$ cat src/rtl/uart_pkg.sv
// Shared UART definitions: byte type, arbiter state encoding and system clock rate.
package uart_pkg;

   typedef logic [7:0] byte_t;

   typedef enum logic {
      ARB_IDLE  = 1'b0,
      ARB_GRANT = 1'b1
   } arb_state_e;

   localparam int UART_CLK_HZ = 25_000_000;

endpackage

$ cat src/rtl/uart_tx_arbiter_if.sv
// Requester byte streams plus the serializer handshake around the TX arbiter.
interface uart_tx_arbiter_if #(
   parameter int N_REQ = 4
);
   import uart_pkg::*;

   logic [N_REQ-1:0]  req_valid;
   byte_t [N_REQ-1:0] req_data;
   logic [N_REQ-1:0]  req_last;
   logic [N_REQ-1:0]  req_ready;
   logic              tx_valid;
   byte_t             tx_data;
   logic              tx_ready;

   modport slave (
      input  req_valid, req_data, req_last, tx_ready,
      output req_ready, tx_valid, tx_data
   );

   modport master (
      output req_valid, req_data, req_last, tx_ready,
      input  req_ready, tx_valid, tx_data
   );

endinterface

$ cat src/rtl/uart_tx_arbiter_rr_pick.sv
// Combinational round-robin picker: first set request scanning from ptr with wrap.
module rr_pick #(
   parameter int N_REQ = 4
) (
   input  logic [N_REQ-1:0]         req,
   input  logic [$clog2(N_REQ)-1:0] ptr,
   output logic [$clog2(N_REQ)-1:0] winner,
   output logic                     any_req
);
   localparam int IDX_W = $clog2(N_REQ);

   always_comb begin
      logic [IDX_W-1:0] idx;
      winner  = '0;
      any_req = 1'b0;
      idx     = ptr;
      for (int i = 0; i < N_REQ; i++) begin
         if (!any_req && req[idx]) begin
            winner  = idx;
            any_req = 1'b1;
         end
         idx = (idx == IDX_W'(N_REQ - 1)) ? '0 : idx + IDX_W'(1);
      end
   end

endmodule

$ cat src/rtl/uart_tx_arbiter.sv
// Packet-locked round-robin arbiter sharing one UART byte serializer among N_REQ requesters.
module uart_tx_arbiter #(
   parameter int N_REQ        = 4,
   parameter int IDLE_TIMEOUT = 1024
) (
   input  logic                     clk_25mhz,
   input  logic                     rst_n,
   uart_tx_arbiter_if.slave         bus,
   output logic [$clog2(N_REQ)-1:0] grant_id,
   output logic                     busy,
   output logic                     timeout_err
);
   import uart_pkg::*;

   localparam int IDX_W = $clog2(N_REQ);
   localparam int CNT_W = $clog2(IDLE_TIMEOUT);
   localparam logic [CNT_W-1:0] CNT_LIMIT = CNT_W'(IDLE_TIMEOUT - 1);

   arb_state_e       state;
   logic [IDX_W-1:0] ptr;
   logic [IDX_W-1:0] pick_idx;
   logic             pick_any;
   logic             slot_free;
   logic             xfer;
   logic [CNT_W-1:0] idle_cnt;
   logic [CNT_W-1:0] idle_cnt_inc;

   function automatic logic [IDX_W-1:0] wrap_inc(input logic [IDX_W-1:0] v);
      return (v == IDX_W'(N_REQ - 1)) ? '0 : v + IDX_W'(1);
   endfunction

   rr_pick #(.N_REQ(N_REQ)) u_pick (
      .req     (bus.req_valid),
      .ptr     (ptr),
      .winner  (pick_idx),
      .any_req (pick_any)
   );

   assign busy         = (state == ARB_GRANT);
   assign slot_free    = !bus.tx_valid || bus.tx_ready;
   assign xfer         = busy && bus.req_valid[grant_id] && slot_free;
   assign idle_cnt_inc = (idle_cnt == CNT_LIMIT) ? idle_cnt : idle_cnt + CNT_W'(1);

   always_comb begin
      bus.req_ready = '0;
      if (busy) bus.req_ready[grant_id] = slot_free;
   end

   always_ff @(posedge clk_25mhz or negedge rst_n) begin
      if (!rst_n) begin
         state        <= ARB_IDLE;
         grant_id     <= '0;
         ptr          <= '0;
         idle_cnt     <= '0;
         timeout_err  <= 1'b0;
         bus.tx_valid <= 1'b0;
         bus.tx_data  <= '0;
      end else begin
         timeout_err <= 1'b0;
         // A byte loaded this cycle wins over the drain of the previous one.
         if (bus.tx_ready) bus.tx_valid <= 1'b0;
         if (xfer) begin
            bus.tx_valid <= 1'b1;
            bus.tx_data  <= bus.req_data[grant_id];
         end
         case (state)
            ARB_IDLE: begin
               idle_cnt <= '0;
               if (pick_any) begin
                  grant_id <= pick_idx;
                  state    <= ARB_GRANT;
               end
            end
            ARB_GRANT: begin
               if (xfer) begin
                  idle_cnt <= '0;
                  if (bus.req_last[grant_id]) begin
                     state <= ARB_IDLE;
                     ptr   <= wrap_inc(grant_id);
                  end
               end else begin
                  idle_cnt <= idle_cnt_inc;
                  // Stalled grant: release without touching a pending tx byte.
                  if (idle_cnt_inc == CNT_LIMIT) begin
                     state       <= ARB_IDLE;
                     ptr         <= wrap_inc(grant_id);
                     timeout_err <= 1'b1;
                  end
               end
            end
            default: state <= ARB_IDLE;
         endcase
      end
   end

endmodule

$ cat src/flat_wrapper.sv
// flat-port wrapper written by rule: the top's interface ports become plain ports
module uart_tx_arbiter_flat import uart_pkg::*;
#(
   parameter int N_REQ        = 4,
   parameter int IDLE_TIMEOUT = 1024
)
  (clk_25mhz, rst_n, grant_id, busy, timeout_err, bus_req_valid, bus_req_data, bus_req_last, bus_tx_ready, bus_req_ready, bus_tx_valid, bus_tx_data);
  uart_tx_arbiter_if #(.N_REQ(N_REQ)) bus_i ();
  input  logic clk_25mhz;
  input  logic rst_n;
  output logic [$clog2(N_REQ)-1:0] grant_id;
  output logic busy;
  output logic timeout_err;
  input wire logic [$bits(bus_i.req_valid)-1:0] bus_req_valid;
  input wire logic [$bits(bus_i.req_data)-1:0] bus_req_data;
  input wire logic [$bits(bus_i.req_last)-1:0] bus_req_last;
  input wire logic [$bits(bus_i.tx_ready)-1:0] bus_tx_ready;
  output wire logic [$bits(bus_i.req_ready)-1:0] bus_req_ready;
  output wire logic [$bits(bus_i.tx_valid)-1:0] bus_tx_valid;
  output wire logic [$bits(bus_i.tx_data)-1:0] bus_tx_data;
  assign bus_i.req_valid = bus_req_valid;
  assign bus_i.req_data = bus_req_data;
  assign bus_i.req_last = bus_req_last;
  assign bus_i.tx_ready = bus_tx_ready;
  assign bus_req_ready = bus_i.req_ready;
  assign bus_tx_valid = bus_i.tx_valid;
  assign bus_tx_data = bus_i.tx_data;
  uart_tx_arbiter #(.N_REQ(N_REQ), .IDLE_TIMEOUT(IDLE_TIMEOUT)) u_core (.clk_25mhz(clk_25mhz), .rst_n(rst_n), .bus(bus_i), .grant_id(grant_id), .busy(busy), .timeout_err(timeout_err));
endmodule
$ cat config.mk
export PLATFORM = sky130hd
export DESIGN_NAME = uart_tx_arbiter_flat
export DESIGN_NICKNAME = d
export VERILOG_FILES = /design/src/rtl/uart_pkg.sv /design/src/rtl/uart_tx_arbiter_if.sv /design/src/rtl/uart_tx_arbiter_rr_pick.sv /design/src/rtl/uart_tx_arbiter.sv /design/src/flat_wrapper.sv
export SDC_FILE = /design/constraint.sdc
export NUM_CORES = 1
export LEC_CHECK = 0
export CELL_PAD_IN_SITES_DETAIL_PLACEMENT = 1
export CELL_PAD_IN_SITES_GLOBAL_PLACEMENT = 1
export CORE_ASPECT_RATIO = 0.9
export CORE_UTILIZATION = 35
export CTS_CLUSTER_DIAMETER = 100
export DETAILED_ROUTE_END_ITERATION = 16
export MAX_ROUTING_LAYER = met4
export PLACE_DENSITY = 0.9
export SLEW_MARGIN = 10
export SYNTH_ARGS = -nofsm -noshare
export SYNTH_HDL_FRONTEND = slang
export SYNTH_SLANG_ARGS = --single-unit
$ cat constraint.sdc
create_clock -name clk_25mhz -period 3.1 [get_ports clk_25mhz]
set_input_delay 0.31 -clock clk_25mhz [delete_from_list [all_inputs] [get_ports clk_25mhz]]
set_output_delay 0.31 -clock clk_25mhz [all_outputs]
set_load 0.1 [all_outputs]
==> results of run 1 <==
## worst register-to-register path: stages (launching register included)
cell	delay (ps)
dfrtp_1	530
ha_1	350
nand2_1	150
nor3_1	350
nand2_1	110
a2111o_1	430
o31ai_4	300
mux2_2	370
## metal layers
layer,vias up,part of all wire (%),GRT usage (%)
met2,55,51,38.4
met3,2,4.5,3.92
li1,782,-,-
met1,807,44,27.3
met4,0,0.13,1.89
met5,-,0,-
## metrics by stage
step / std cells / area (um2) / hold WS, ps / worst slack, ps / util, %
floorplan: 174 / 1810 / 14.4 / 196 / -
global placement: 293 / 2460 / 486 / 311 / 50.3
detailed placement: 293 / 2460 / 498 / 239 / 50.3
CTS: 297 / 2510 / 420 / 457 / 51.2
global route: 297 / 2510 / 421 / 219 / 51.2
finish: 297 / 2510 / 408 / 410 / 51.2
## worst max path at each step
stage | from | depth (start not counted) | slack [ps] | to
5_1_grt | u_core.idle_cnt[0]$_DFF_PN0_ | 7 | 220 | u_core.ptr[1]$_DFFE_PN0P_
3_5_place_dp | bus_req_valid[2] | 7 | 240 | u_core.ptr[1]$_DFFE_PN0P_
2_1_floorplan | u_core.grant_id[1]$_DFFE_PN0P_ | 6 | 200 | u_core.ptr[0]$_DFFE_PN0P_
3_3_place_gp | bus_req_valid[2] | 7 | 310 | u_core.ptr[0]$_DFFE_PN0P_
6_report | u_core.idle_cnt[0]$_DFF_PN0_ | 7 | 410 | u_core.ptr[1]$_DFFE_PN0P_
4_1_cts | u_core.idle_cnt[0]$_DFF_PN0_ | 7 | 460 | u_core.ptr[1]$_DFFE_PN0P_
## state kept, by name, indices dropped and copies added (netlist names)
signal and flops:
u_core.busy 1, u_core.grant_id 2, u_core.idle_cnt 10, u_core.ptr 2, u_core.bus.tx_data 8, u_core.bus.tx_valid 1, u_core.timeout_err 1
## final cells by class
class                      instances  area [um2]  area share (%)
multi-input combinational        132        1120            44.6
clock buffer                       4        45.0            1.80
sequential                        25         627            25.0
tap                               65        81.3            3.24
inverter                           7        26.3            1.05
timing repair buffer              64         611            24.4
## logic make-up after synthesis
kind of cell	after synthesis	synth area share [%]
AO/OA/AOI/OAI	37	14.8
XOR/XNOR	3	1.45
adder cells (fa/ha/maj)	6	4.16
buffers and inverters	17	3.53
flip-flops	25	34.6
multiplexers	30	25.8
AND/OR/NAND/NOR	56	15.7
## power by group
group,switching (mW),total [mW],internal [mW]
clock network,0.108,0.200,0.0921
logic,1.27,1.94,0.668
registers,0.158,0.596,0.438
total,1.54,2.74,1.20
## cell usage in the layout, fill, tap and decap left out, types with 3 or more instances in the layout
| cell type | n |
|---|---|
| ha_1 | 6 |
| clkdlybuf4s50_1 | 52 |
| o21a_1 | 3 |
| nand2_1 | 13 |
| nand3_1 | 5 |
| nor3_1 | 8 |
| nand4_1 | 3 |
| dfrtp_1 | 24 |
| mux2_2 | 12 |
| mux2i_1 | 6 |
| o21ai_0 | 7 |
| nor2_1 | 13 |
| mux4_2 | 12 |
| a21oi_1 | 7 |
| clkbuf_8 | 3 |
| a31oi_1 | 4 |
| inv_1 | 7 |
| buf_4 | 12 |
| and3_1 | 5 |
==> flow_summary.ini, run 1 <==
[logic_synthesis]
synth_cell_types = 41
syn-cell-area_mm2 = 0.00181
synth_top_area_share_pct = 34.6
synth_async_sr_flop_share_pct = 100
ys_ff_latch = 25
yosysTopAreaCell = dfrtp_1
yosys-top-cells-count = 25 x dfrtp_1, 13 x nand2_1, 13 x nor2_1
syn_nets = 223
syn_inst = 174
yosys_warnings = 0
postSynthAreaPerCell_um2 = 10.4
ys_seq_area_share_pct = 34.6
synth_top_cells_by_area = dfrtp_1 35%, mux4_2 15%, mux2_2 7.5%, ha_1 4.2%, mux2i_1 3.3%
yosysMostFrequentCell = dfrtp_1
synth-main-ff-cell = dfrtp_1
synth_edf_count = 0

[flow_run]
drv_cap = 0

[pwr]
p_total_mw = 2.74
power_per_cell_area_mw_per_mm2 = 1090
vdd_drop_max_mv = 0.624
leakage_nw = 0.989

[clock_tree]
cts_resized = 0
insertion_delay_ps = 270
post_cts_buffers = 0
numCtsBuffers = 3
cts_num_sinks = 25
postCtsHoldBufs = 0
h-tree-depth = 1
cts_max_path_buffers = 2
cts_tree = yes
root_buffer = clkbuf_8
clk_pin_slew_ps = 100

[worst_setup_path]
crit_type = reg -> reg
path_buf_inv = 0
r2r_start = u_core.idle_cnt[0]$_DFF_PN0_
slowest_delay_ps = 530
cp_max_fo = 9
regToRegSetupSlack_ps = 410
endpoint_kind = flop
path_cells = ha_1 > nand2_1 > nor3_1 > nand2_1 > a2111o_1 > o31ai_4 > mux2_2
critPathRequiredTime_ps = 3260
crit_arrival_ps = 2850
reg2reg_depth = 7
cp-start-kind = flop
critPathSlowestCell = dfrtp_1
reg2reg_to = u_core.ptr[1]$_DFFE_PN0P_
worst_path_most_repeated_cell = nand2_1
path_delay_family = compound AO/OA/AOI/OAI gates

[sta]
period_needed_ps = 2690
finalSetupTns_ps = 0
maxSlewViolCount = 0
relSlewSlack_pct = 32.8
setup_viol_count_final = 0
worst_slew_pin_slew_ps = 1000
finalHoldViolCount = 0
rsz0062_at_grt = false
min_period_over_period_pct = 86.8
clock_skew_ps = 9.02
fmax_mhz = 372

[route]
via_count = 1646
detail_route.vias_per_cell = 5.54
drt_pass1_iterations = 4
final_antenna_net_count = 0
drc = 0
wl_per_cell_um = 18.4
first_iter_violations = 95
drt_wl_total_um = 5450

[floorplanning]
rows = 24
design.core.area_mm2 = 0.00489
fp.dieH_um = 70.2
start_util_pct = 36.9
num_io_pins = 60
die_w_um = 77.7
die_area_mm2 = 0.00545

[hold_path]
hp-class = in -> async

[global_route]
grt_pass1_vias = 1781
grt_overflow = 0
gr-usage-all-layers_pct = 21.9
antenna_found_initial = 0
grt_max_degree = 26
grt_pass1_wl_um = 9020

[placed_design]
port_buffers = 59
dp_hpwl_um = 4320
gp_congestion = 0.830

[layout]
nets = 282
drive_gt1_share_pct = 18.1
n_antenna_cell = 0
fillers = 537
areaGrowthSynthToFinish_pct = 38.8

[run_status]
outcome = finished, final reports clean
Power figures use the tool's default switching activity.
==> inputs of run 2 (changes only) <==
- ABC_CLOCK_PERIOD_IN_PS: default -> 3100
==> results of run 2 <==
Final layout, timing and power as in run 1 (identical DEF).
==> inputs of run 3 (changes only) <==
- CORE_MARGIN: default -> 2
==> run 3 against run 2 <==
Compared with the run above: utilization increased by 0.10 points; critical path depth did not move; routed wire length shrank 1.6%; clock power is 4% lower; largest cell class unchanged.
==> flow_summary.ini, run 3 (synthesis gave the netlist of run 1 again) <==
[worst_setup_path]
critPathRequiredTime_ps = 3250
path_buf_inv = 0
critPathSlowestCell = dfrtp_1
path_cells = ha_1 > and3_1 > a31oi_1 > o21ai_0 > a2111o_1 > o31ai_4 > mux2_2
cp_max_fo = 9
endpoint_kind = flop
crit_arrival_ps = 2820
cp-start-kind = flop
path_delay_family = compound AO/OA/AOI/OAI gates
slowest_delay_ps = 490
crit_type = reg -> reg

[pwr]
vdd_drop_max_mv = 0.858
power_per_cell_area_mw_per_mm2 = 1080
leakage_nw = 0.995

[route]
detail_route.vias_per_cell = 5.70
drt_wl_total_um = 5360
drc = 0
first_iter_violations = 90
final_antenna_net_count = 0
via_count = 1699
drt_pass1_iterations = 4
wl_per_cell_um = 18.0

[layout]
areaGrowthSynthToFinish_pct = 39.1
top_register = u_core.idle_cnt
drive_gt1_share_pct = 18.9
mostFrequentLayoutCells = 51 x clkdlybuf4s50_1, 24 x dfrtp_1, 14 x buf_4, 13 x nand2_1, 13 x nor2_1
largestRegisters = u_core.idle_cnt: 10 flops, u_core.bus.tx_data: 8 flops
nets = 283
fin_util_pct = 51.3
largest_reg_flops = 10
n_antenna_cell = 0
final_common_cell = clkdlybuf4s50_1
fillers = 546

[placed_design]
gp_congestion = 0.864
dp_hpwl_um = 4190
port_buffers = 59

[sta]
min_period_over_period_pct = 85.9
finalHoldViolCount = 0
setup_viol_count_final = 0
fmax_mhz = 376
clock_skew_ps = 2.64
maxSlewViolCount = 0
finalSetupTns_ps = 0
rsz0062_at_grt = false
period_needed_ps = 2660
worst_slew_pin_slew_ps = 996
relSlewSlack_pct = 33.4

[clock_tree]
cts_resized = 0
root_buffer = clkbuf_8
cts_max_path_buffers = 2
post_cts_buffers = 0
cts_num_sinks = 25
postCtsHoldBufs = 0
numCtsBuffers = 3
clk_pin_slew_ps = 90
cts_tree = yes
h-tree-depth = 1
insertion_delay_ps = 270

[global_route]
gr-usage-all-layers_pct = 21.3
grt_overflow = 0
antenna_found_initial = 0
grt_pass1_vias = 1866
grt_max_degree = 26
grt_pass1_wl_um = 9250

[floorplanning]
num_io_pins = 60
die_area_mm2 = 0.00575
die_w_um = 79.7
design.core.area_mm2 = 0.00489
fp.dieH_um = 72.2
start_util_pct = 36.9
rows = 24

[hold_path]
hp-class = in -> async

[run_status]
outcome = finished, final reports clean

[flow_run]
drv_cap = 0
run 3: cell types whose count changed in the layout (fill, tap and decap cells not counted), sizes merged:
cell,delta
clkdlybuf4s50,-1
buf,+2
run 3: worst paths after layout:
kind                            slack (ps)                              start  cells after the start                                end
worst max-delay path                   440       u_core.idle_cnt[0]$_DFF_PN0_                      7          u_core.ptr[0]$_DFFE_PN0P_
worst min-delay path                   410                              rst_n                      2       u_core.timeout_err$_DFF_PN0_
worst max register to register         440       u_core.idle_cnt[0]$_DFF_PN0_                      7          u_core.ptr[0]$_DFFE_PN0P_
worst min register to register         510  u_core.bus.tx_data[6]$_DFFE_PN0P_                      1  u_core.bus.tx_data[6]$_DFFE_PN0P_
max in group asynchronous             2440                              rst_n                      2     u_core.grant_id[0]$_DFFE_PN0P_
min in group clk_25mhz                 510  u_core.bus.tx_data[6]$_DFFE_PN0P_                      1  u_core.bus.tx_data[6]$_DFFE_PN0P_
run 3: report_power, final:
group          total [mW]  switching (mW)  internal, mW
sequential          0.562           0.124         0.439
clock               0.193           0.101        0.0919
combinational        1.97            1.29         0.673
run 3: final cells by class:
class,instances,area (um2),area share (%)
flip-flops and latches,25,627,25.0
repair buffers,65,616,24.5
inverters,7,26.3,1.05
well taps,65,81.3,3.24
multi-input cells,132,1120,44.5
clock buffers,4,45.0,1.79
run 3: layer usage:
layer  share of wire [%]  up-vias  global-route usage, %
met5                   0        -                      -
met2                  51       59                   34.5
met4                0.80        0                   3.01
li1                    -      783                      -
met3                 4.5        4                   4.60
met1                  44      853                   28.5
run 3: stage by stage:
stage	hold WS [ps]	setup WS (ps)	std cells	area [um2]	total power, mW
after floorplan	14.4	196	174	1810	2.03
after global placement	486	303	294	2470	2.46
after detailed placement	499	195	294	2470	2.53
after CTS	421	461	298	2510	2.73
after global routing	433	308	298	2510	2.88
final	406	438	298	2510	2.72
